`src/rtl/multichannel_fir_filter_if.sv`:
```
// Handshake bundle for multichannel_fir_filter: sample in, result out,
// and the coefficient write port.
interface multichannel_fir_filter_if #(
   parameter int IN_WIDTH    = 16,
   parameter int COEFF_WIDTH = 16,
   parameter int OUT_WIDTH   = 24,
   parameter int N_TAPS      = 8,
   parameter int N_CH        = 4
);
   localparam int CH_W = (N_CH > 1) ? $clog2(N_CH) : 1;
   localparam int A_W  = $clog2(N_TAPS);

   logic                          in_valid;
   logic                          in_ready;
   logic [CH_W-1:0]               in_ch;
   logic signed [IN_WIDTH-1:0]    in_data;
   logic                          out_valid;
   logic                          out_ready;
   logic [CH_W-1:0]               out_ch;
   logic signed [OUT_WIDTH-1:0]   out_data;
   logic                          out_sat;
   logic                          coeff_we;
   logic [A_W-1:0]                coeff_addr;
   logic signed [COEFF_WIDTH-1:0] coeff_data;
   logic                          coeff_ready;

   modport master (
      output in_valid, in_ch, in_data, out_ready,
      output coeff_we, coeff_addr, coeff_data,
      input  in_ready, out_valid, out_ch, out_data, out_sat,
      input  coeff_ready
   );

   modport slave (
      input  in_valid, in_ch, in_data, out_ready,
      input  coeff_we, coeff_addr, coeff_data,
      output in_ready, out_valid, out_ch, out_data, out_sat,
      output coeff_ready
   );
endinterface

```
`src/rtl/multichannel_fir_filter.sv`:
```
// Time-multiplexed FIR: one shared MAC, per-channel history,
// runtime coefficients, round/shift/saturate on the result.
module multichannel_fir_filter #(
   parameter int IN_WIDTH    = 16,
   parameter int COEFF_WIDTH = 16,
   parameter int N_TAPS      = 8,
   parameter int N_CH        = 4,
   parameter int OUT_WIDTH   = 24,
   parameter int OUT_SHIFT   = 16,
   parameter int ROUND       = 1
) (
   input logic                      clk,
   input logic                      rst,
   multichannel_fir_filter_if.slave bus
);

   localparam int CH_W  = (N_CH > 1) ? $clog2(N_CH) : 1;
   localparam int A_W   = $clog2(N_TAPS);
   localparam int P_W   = IN_WIDTH + COEFF_WIDTH;
   localparam int ACC_W = P_W + A_W;
   localparam int S_W   = ACC_W + 1;
   localparam int C_W   = (S_W > OUT_WIDTH) ? S_W : OUT_WIDTH;
   localparam int R_SH  = (OUT_SHIFT > 0) ? OUT_SHIFT - 1 : 0;

   localparam logic signed [S_W-1:0] RND =
      (ROUND != 0 && OUT_SHIFT > 0) ? (S_W'(1) << R_SH) : '0;
   localparam logic signed [C_W-1:0] MAX_C =
      {{(C_W-OUT_WIDTH+1){1'b0}}, {(OUT_WIDTH-1){1'b1}}};
   localparam logic signed [C_W-1:0] MIN_C =
      {{(C_W-OUT_WIDTH+1){1'b1}}, {(OUT_WIDTH-1){1'b0}}};

   typedef enum logic [1:0] {IDLE, MAC, HOLD} state_t;

   state_t                        state_q, state_d;
   logic [A_W-1:0]                k_q, k_d;
   logic [CH_W-1:0]               ch_q, ch_d;
   logic signed [ACC_W-1:0]       acc_q, acc_d;
   logic signed [COEFF_WIDTH-1:0] coeff_q [N_TAPS];
   logic signed [COEFF_WIDTH-1:0] coeff_d [N_TAPS];
   logic signed [IN_WIDTH-1:0]    hist_q [N_CH][N_TAPS];
   logic signed [IN_WIDTH-1:0]    hist_d [N_CH][N_TAPS];
   logic                          pend_v_q, pend_v_d;
   logic [A_W-1:0]                pend_a_q, pend_a_d;
   logic signed [COEFF_WIDTH-1:0] pend_c_q, pend_c_d;
   logic signed [OUT_WIDTH-1:0]   od_q, od_d;
   logic                          sat_q, sat_d;

   logic                          in_rdy;
   logic                          accept;
   logic                          ch_ok;
   logic                          addr_ok;
   logic signed [P_W-1:0]         prod;
   logic signed [ACC_W-1:0]       sum;
   logic signed [S_W-1:0]         s_w;
   logic signed [C_W-1:0]         s_ext;

   assign in_rdy          = (state_q == IDLE) && !rst;
   assign bus.in_ready    = in_rdy;
   assign bus.coeff_ready = in_rdy;
   assign bus.out_valid   = (state_q == HOLD);
   assign bus.out_ch      = ch_q;
   assign bus.out_data    = od_q;
   assign bus.out_sat     = sat_q;

   // Datapath: current tap product, running sum, scaled result.
   always_comb begin
      prod  = coeff_q[k_q] * hist_q[ch_q][k_q];
      sum   = acc_q + ACC_W'(prod);
      s_w   = (S_W'(sum) + RND) >>> OUT_SHIFT;
      s_ext = C_W'(s_w);
   end

   // Next state. A coefficient write that lands on the same edge as
   // an accepted sample is parked until the result is drained, so the
   // in-flight sample still sees the old coefficient set.
   always_comb begin
      state_d  = state_q;
      k_d      = k_q;
      ch_d     = ch_q;
      acc_d    = acc_q;
      coeff_d  = coeff_q;
      hist_d   = hist_q;
      pend_v_d = pend_v_q;
      pend_a_d = pend_a_q;
      pend_c_d = pend_c_q;
      od_d     = od_q;
      sat_d    = sat_q;
      accept   = bus.in_valid && in_rdy;
      ch_ok    = 32'(bus.in_ch) < N_CH;
      addr_ok  = 32'(bus.coeff_addr) < N_TAPS;
      unique case (state_q)
         IDLE: begin
            if (accept && ch_ok) begin
               for (int i = N_TAPS - 1; i > 0; i--) begin
                  hist_d[bus.in_ch][i] = hist_q[bus.in_ch][i-1];
               end
               hist_d[bus.in_ch][0] = bus.in_data;
               ch_d    = bus.in_ch;
               acc_d   = '0;
               k_d     = '0;
               state_d = MAC;
            end
            if (bus.coeff_we && in_rdy && addr_ok) begin
               if (accept && ch_ok) begin
                  pend_v_d = 1'b1;
                  pend_a_d = bus.coeff_addr;
                  pend_c_d = bus.coeff_data;
               end else begin
                  coeff_d[bus.coeff_addr] = bus.coeff_data;
               end
            end
         end
         MAC: begin
            acc_d = sum;
            k_d   = k_q + 1'b1;
            if (k_q == A_W'(N_TAPS - 1)) begin
               if (s_ext > MAX_C) begin
                  od_d  = MAX_C[OUT_WIDTH-1:0];
                  sat_d = 1'b1;
               end else if (s_ext < MIN_C) begin
                  od_d  = MIN_C[OUT_WIDTH-1:0];
                  sat_d = 1'b1;
               end else begin
                  od_d  = s_ext[OUT_WIDTH-1:0];
                  sat_d = 1'b0;
               end
               state_d = HOLD;
            end
         end
         HOLD: begin
            if (bus.out_ready) begin
               state_d = IDLE;
               if (pend_v_q) begin
                  coeff_d[pend_a_q] = pend_c_q;
                  pend_v_d          = 1'b0;
               end
            end
         end
         default: state_d = IDLE;
      endcase
   end

   // State registers; reset clears history, coefficients and outputs.
   always_ff @(posedge clk or posedge rst) begin
      if (rst) begin
         state_q  <= IDLE;
         k_q      <= '0;
         ch_q     <= '0;
         acc_q    <= '0;
         coeff_q  <= '{default: '0};
         hist_q   <= '{default: '0};
         pend_v_q <= 1'b0;
         pend_a_q <= '0;
         pend_c_q <= '0;
         od_q     <= '0;
         sat_q    <= 1'b0;
      end else begin
         state_q  <= state_d;
         k_q      <= k_d;
         ch_q     <= ch_d;
         acc_q    <= acc_d;
         coeff_q  <= coeff_d;
         hist_q   <= hist_d;
         pend_v_q <= pend_v_d;
         pend_a_q <= pend_a_d;
         pend_c_q <= pend_c_d;
         od_q     <= od_d;
         sat_q    <= sat_d;
      end
   end

endmodule
```
`src/flat_wrapper.sv`:
```
// flat-port wrapper written by rule: the top's interface ports become plain ports
module multichannel_fir_filter_flat 
#(
   parameter int IN_WIDTH    = 16,
   parameter int COEFF_WIDTH = 16,
   parameter int N_TAPS      = 8,
   parameter int N_CH        = 4,
   parameter int OUT_WIDTH   = 24,
   parameter int OUT_SHIFT   = 16,
   parameter int ROUND       = 1
)
  (clk, rst, bus_in_valid, bus_in_ch, bus_in_data, bus_out_ready, bus_coeff_we, bus_coeff_addr, bus_coeff_data, bus_in_ready, bus_out_valid, bus_out_ch, bus_out_data, bus_out_sat, bus_coeff_ready);
  multichannel_fir_filter_if #(.IN_WIDTH(IN_WIDTH), .COEFF_WIDTH(COEFF_WIDTH), .OUT_WIDTH(OUT_WIDTH), .N_TAPS(N_TAPS), .N_CH(N_CH)) bus_i ();
  input logic clk;
  input logic rst;
  input wire logic [$bits(bus_i.in_valid)-1:0] bus_in_valid;
  input wire logic [$bits(bus_i.in_ch)-1:0] bus_in_ch;
  input wire logic [$bits(bus_i.in_data)-1:0] bus_in_data;
  input wire logic [$bits(bus_i.out_ready)-1:0] bus_out_ready;
  input wire logic [$bits(bus_i.coeff_we)-1:0] bus_coeff_we;
  input wire logic [$bits(bus_i.coeff_addr)-1:0] bus_coeff_addr;
  input wire logic [$bits(bus_i.coeff_data)-1:0] bus_coeff_data;
  output wire logic [$bits(bus_i.in_ready)-1:0] bus_in_ready;
  output wire logic [$bits(bus_i.out_valid)-1:0] bus_out_valid;
  output wire logic [$bits(bus_i.out_ch)-1:0] bus_out_ch;
  output wire logic [$bits(bus_i.out_data)-1:0] bus_out_data;
  output wire logic [$bits(bus_i.out_sat)-1:0] bus_out_sat;
  output wire logic [$bits(bus_i.coeff_ready)-1:0] bus_coeff_ready;
  assign bus_i.in_valid = bus_in_valid;
  assign bus_i.in_ch = bus_in_ch;
  assign bus_i.in_data = bus_in_data;
  assign bus_i.out_ready = bus_out_ready;
  assign bus_i.coeff_we = bus_coeff_we;
  assign bus_i.coeff_addr = bus_coeff_addr;
  assign bus_i.coeff_data = bus_coeff_data;
  assign bus_in_ready = bus_i.in_ready;
  assign bus_out_valid = bus_i.out_valid;
  assign bus_out_ch = bus_i.out_ch;
  assign bus_out_data = bus_i.out_data;
  assign bus_out_sat = bus_i.out_sat;
  assign bus_coeff_ready = bus_i.coeff_ready;
  multichannel_fir_filter #(.IN_WIDTH(IN_WIDTH), .COEFF_WIDTH(COEFF_WIDTH), .N_TAPS(N_TAPS), .N_CH(N_CH), .OUT_WIDTH(OUT_WIDTH), .OUT_SHIFT(OUT_SHIFT), .ROUND(ROUND)) u_core (.clk(clk), .rst(rst), .bus(bus_i));
endmodule
```
`config.mk`:
```
export PLATFORM = sky130hd
export DESIGN_NAME = multichannel_fir_filter_flat
export DESIGN_NICKNAME = d
export VERILOG_FILES = /design/src/rtl/multichannel_fir_filter_if.sv /design/src/rtl/multichannel_fir_filter.sv /design/src/flat_wrapper.sv
export SDC_FILE = /design/constraint.sdc
export NUM_CORES = 2
export LEC_CHECK = 0
export BUFFER_PORTS_ARGS = -buffer_cell sky130_fd_sc_hd__buf_2
export CAP_MARGIN = 40
export CELL_PAD_IN_SITES_DETAIL_PLACEMENT = 1
export CELL_PAD_IN_SITES_GLOBAL_PLACEMENT = 1
export CORE_MARGIN = 8
export CORE_UTILIZATION = 40
export CTS_CLUSTER_DIAMETER = 30
export CTS_CLUSTER_SIZE = 14
export DETAILED_ROUTE_END_ITERATION = 8
export HOLD_SLACK_MARGIN = 0.02
export PLACE_DENSITY = 0.65
export SYNTH_ARGS = -nofsm -noshare
export SYNTH_HDL_FRONTEND = slang
export SYNTH_SLANG_ARGS = --single-unit
```
`constraint.sdc`:
```
create_clock -name clk -period 59.7 [get_ports clk]
set_input_delay 11.94 -clock clk [delete_from_list [all_inputs] [get_ports clk]]
set_output_delay 11.94 -clock clk [all_outputs]
set_load 0.005 [all_outputs]
```
==> flow_summary.ini <==
[worst_setup_path]
worst-path-stages = 3
reg2reg_slack_ns = 49.75
crit_required_ns = 47.76
cpPeakStageDelay_ns = 0.30
critPathMostFrequentCell = buf_2
r2r-start = u_core.bus.out_ch[0]
critical_path_class = in -> out
reg2reg_to = u_core.bus.out_data[23]
cp_slowest_cell = nor3_1
path_cells = buf_2, nor3_1, buf_2
cp.arrival_ns = 12.57
startpoint_type = input port
endpoint = bus_coeff_ready
crit_start = rst
endpoint_kind = primary output
reg2regPathDepth = 27
critPathMaxFanout = 4
critPathBufInv = 2
path_delay_family = buffers and inverters

[floorplan]
fp.dieH_um = 350
start_util_pct = 40.4
die_area_sq_um = 123000
num_rows = 122
core_sq_um = 111000
pin_count = 72
die_w_um = 350

[global_routing]
grt_max_degree = 168
grt_first_pass_wirelength_um = 192000
grtUsageTotal_pct = 19.8
antenna_found_initial = 7
overflow = 0
grt_pass1_vias = 33250

[timing]
period_needed_ns = 24.51
relSlewSlack_pct = 35.9
skew_ns = 0.0438
rsz0062_at_grt = false
fin_crit_sh_pct = 41.0
hold_slack_ns = 0.471
setup_viol = 0
hold_violations = 0
finalSetupTns_ns = 0
report.final.slew_viol_count = 0
max_clock_freq_mhz = 40.8
worst_pin_slew_ns = 0.961

[clock_network]
htreeDepth = 4
cts-resized-gates = 0
cts_tree = built
cts_buffer_depth = 3
cts_hold_buf = 0
clkSinkCount = 723
clk_pin_slew_ns = 0.04
clock_latency_ns = 0.76
post_cts_buffers = 0
cts_inserted_buffers = 172
clockRootBuffer = clkbuf_16

[synth]
synth_ff_type = dfrtp_1
ys_seq_area_share_pct = 40.5
syn-cell-area_sq_um = 44700
ys_seq_elements = 723
yosys_warnings = 0
syn-num-nets = 3990
synth-edff-count = 0
synth.avg_cell_area_sq_um = 12.7
synth_cells = 3531
synthArstFlopShare_pct = 100
synth.distinct_cells = 82

[routing]
routed_wl_um = 117000
num_vias = 28868
ant_nets = 0
drt_iter0_drc = 1314
post_drt_wl_per_cell_um = 22.1
drc = 0
viasPerCell = 5.46
dr.pass1.iters = 4

[job]
max_cap_viol_count = 0

[finish]
syn_to_final_growth_pct = 19.0
layout.nets = 4108
layout_common_cells = 718 x dfrtp_1, 549 x mux2_2, 344 x inv_1
drive_gt1_share_pct = 32.5
final_common_cell = dfrtp_1

[place]
place_hpwl_um = 76200
port_buffers = 70
globalplace.congestion = 0.767

[min_path]
worstHoldStart = u_core.bus.out_data[9]
hp-class = reg -> reg

[outcome]
outcome = finished, final reports clean
## cell usage after synthesis, types with 16 or more instances
cell type,count,share of area (%)
fa_1,310,14
mux2i_1,30,0.67
buf_1,20,0.17
nand2b_1,21,0.29
dfrtp_1,723,40
nand3_1,26,0.29
o221ai_1,49,0.96
nand2_1,260,2.2
nor2_1,187,1.6
ha_1,107,3.0
clkbuf_1,154,1.3
buf_2,25,0.28
xnor2_1,29,0.57
inv_1,345,2.9
o22a_1,64,1.3
a22oi_1,17,0.29
nor2b_1,16,0.22
o21ai_0,134,1.5
mux2_2,549,14
a21oi_1,31,0.35
o21a_1,53,0.89
mux4_2,192,9.7
## how the worst min path moves through the flow
stage	endpoint	slack, ns	cells past startpoint
6_report	u_core.bus.out_data[9]	0.47	2
3_5_place_dp	u_core.coeff_q[19]	0.47	2
5_1_grt	u_core.coeff_q[13]	0.49	2
3_3_place_gp	u_core.coeff_q[7]	0.46	2
4_1_cts	u_core.bus.out_data[9]	0.48	2
2_1_floorplan	u_core.coeff_q[16]	0.44	2
## kinds of logic (layout without fill, tap and decap cells)
group / after synthesis / count (layout) / synth area share [%]
multiplexers: 773 / 773 / 24.2
AND/OR/NAND/NOR: 588 / 588 / 5.79
XOR/XNOR: 47 / 47 / 0.996
buffers and inverters: 553 / 814 / 4.79
AO/OA/AOI/OAI: 429 / 429 / 6.84
other: 1 / 4 / 0.00839
flip-flops: 723 / 723 / 40.5
adder cells (fa/ha/maj): 417 / 417 / 16.9
## state kept, by name (all words and copies together), names as in the netlist
signal               count
u_core.acc_q            35
u_core.bus.out_ch        2
u_core.bus.out_data     21
u_core.coeff_q         128
u_core.hist_q          512
u_core.k_q               3
u_core.pend_a_q          3
u_core.pend_c_q         16
u_core.pend_v_q          1
u_core.state_q           2
## routing by layer
layer / part of all wire (%) / wire (um) / vias up / GRT usage (%)
li1: - / - / 12626 / -
met1: 43 / 50700 / 15556 / 25.5
met2: 51 / 59100 / 482 / 34.1
met3: 3.8 / 4410 / 202 / 3.46
met4: 2.2 / 2580 / 2 / 5.85
met5: 0.010 / 12 / - / 0
## worst min-delay path, cell delays in order (launching register included)
cell     delay (ns)
dfrtp_1        0.33
nand2_1        0.05
o21ai_0        0.06
## through the flow
stage	cell area (sq um)	cells	worst slack (ns)	util, %
2_1_floorplan	44700	3531	27.48	-
3_3_place_gp	46800	4947	35.22	42.2
3_5_place_dp	47000	4963	35.15	42.5
4_1_cts	53200	5280	35.18	48.0
5_1_grt	53200	5280	35.09	48.0
6_report	53200	5283	35.19	48.0
## area by class of cell
cell class,count,area (sq um)
fill,11174,57600
multi-input combinational,2255,24600
sequential,723,18100
clock buffer,245,4910
tap,1488,1860
inverter,346,1310
clock inverter,72,1230
timing repair buffer,151,1190
antenna,3,7.51
Power is left out: the tool's default activity adds up to more than one toggle a clock period on the data nets, which glitch-free logic cannot reach.
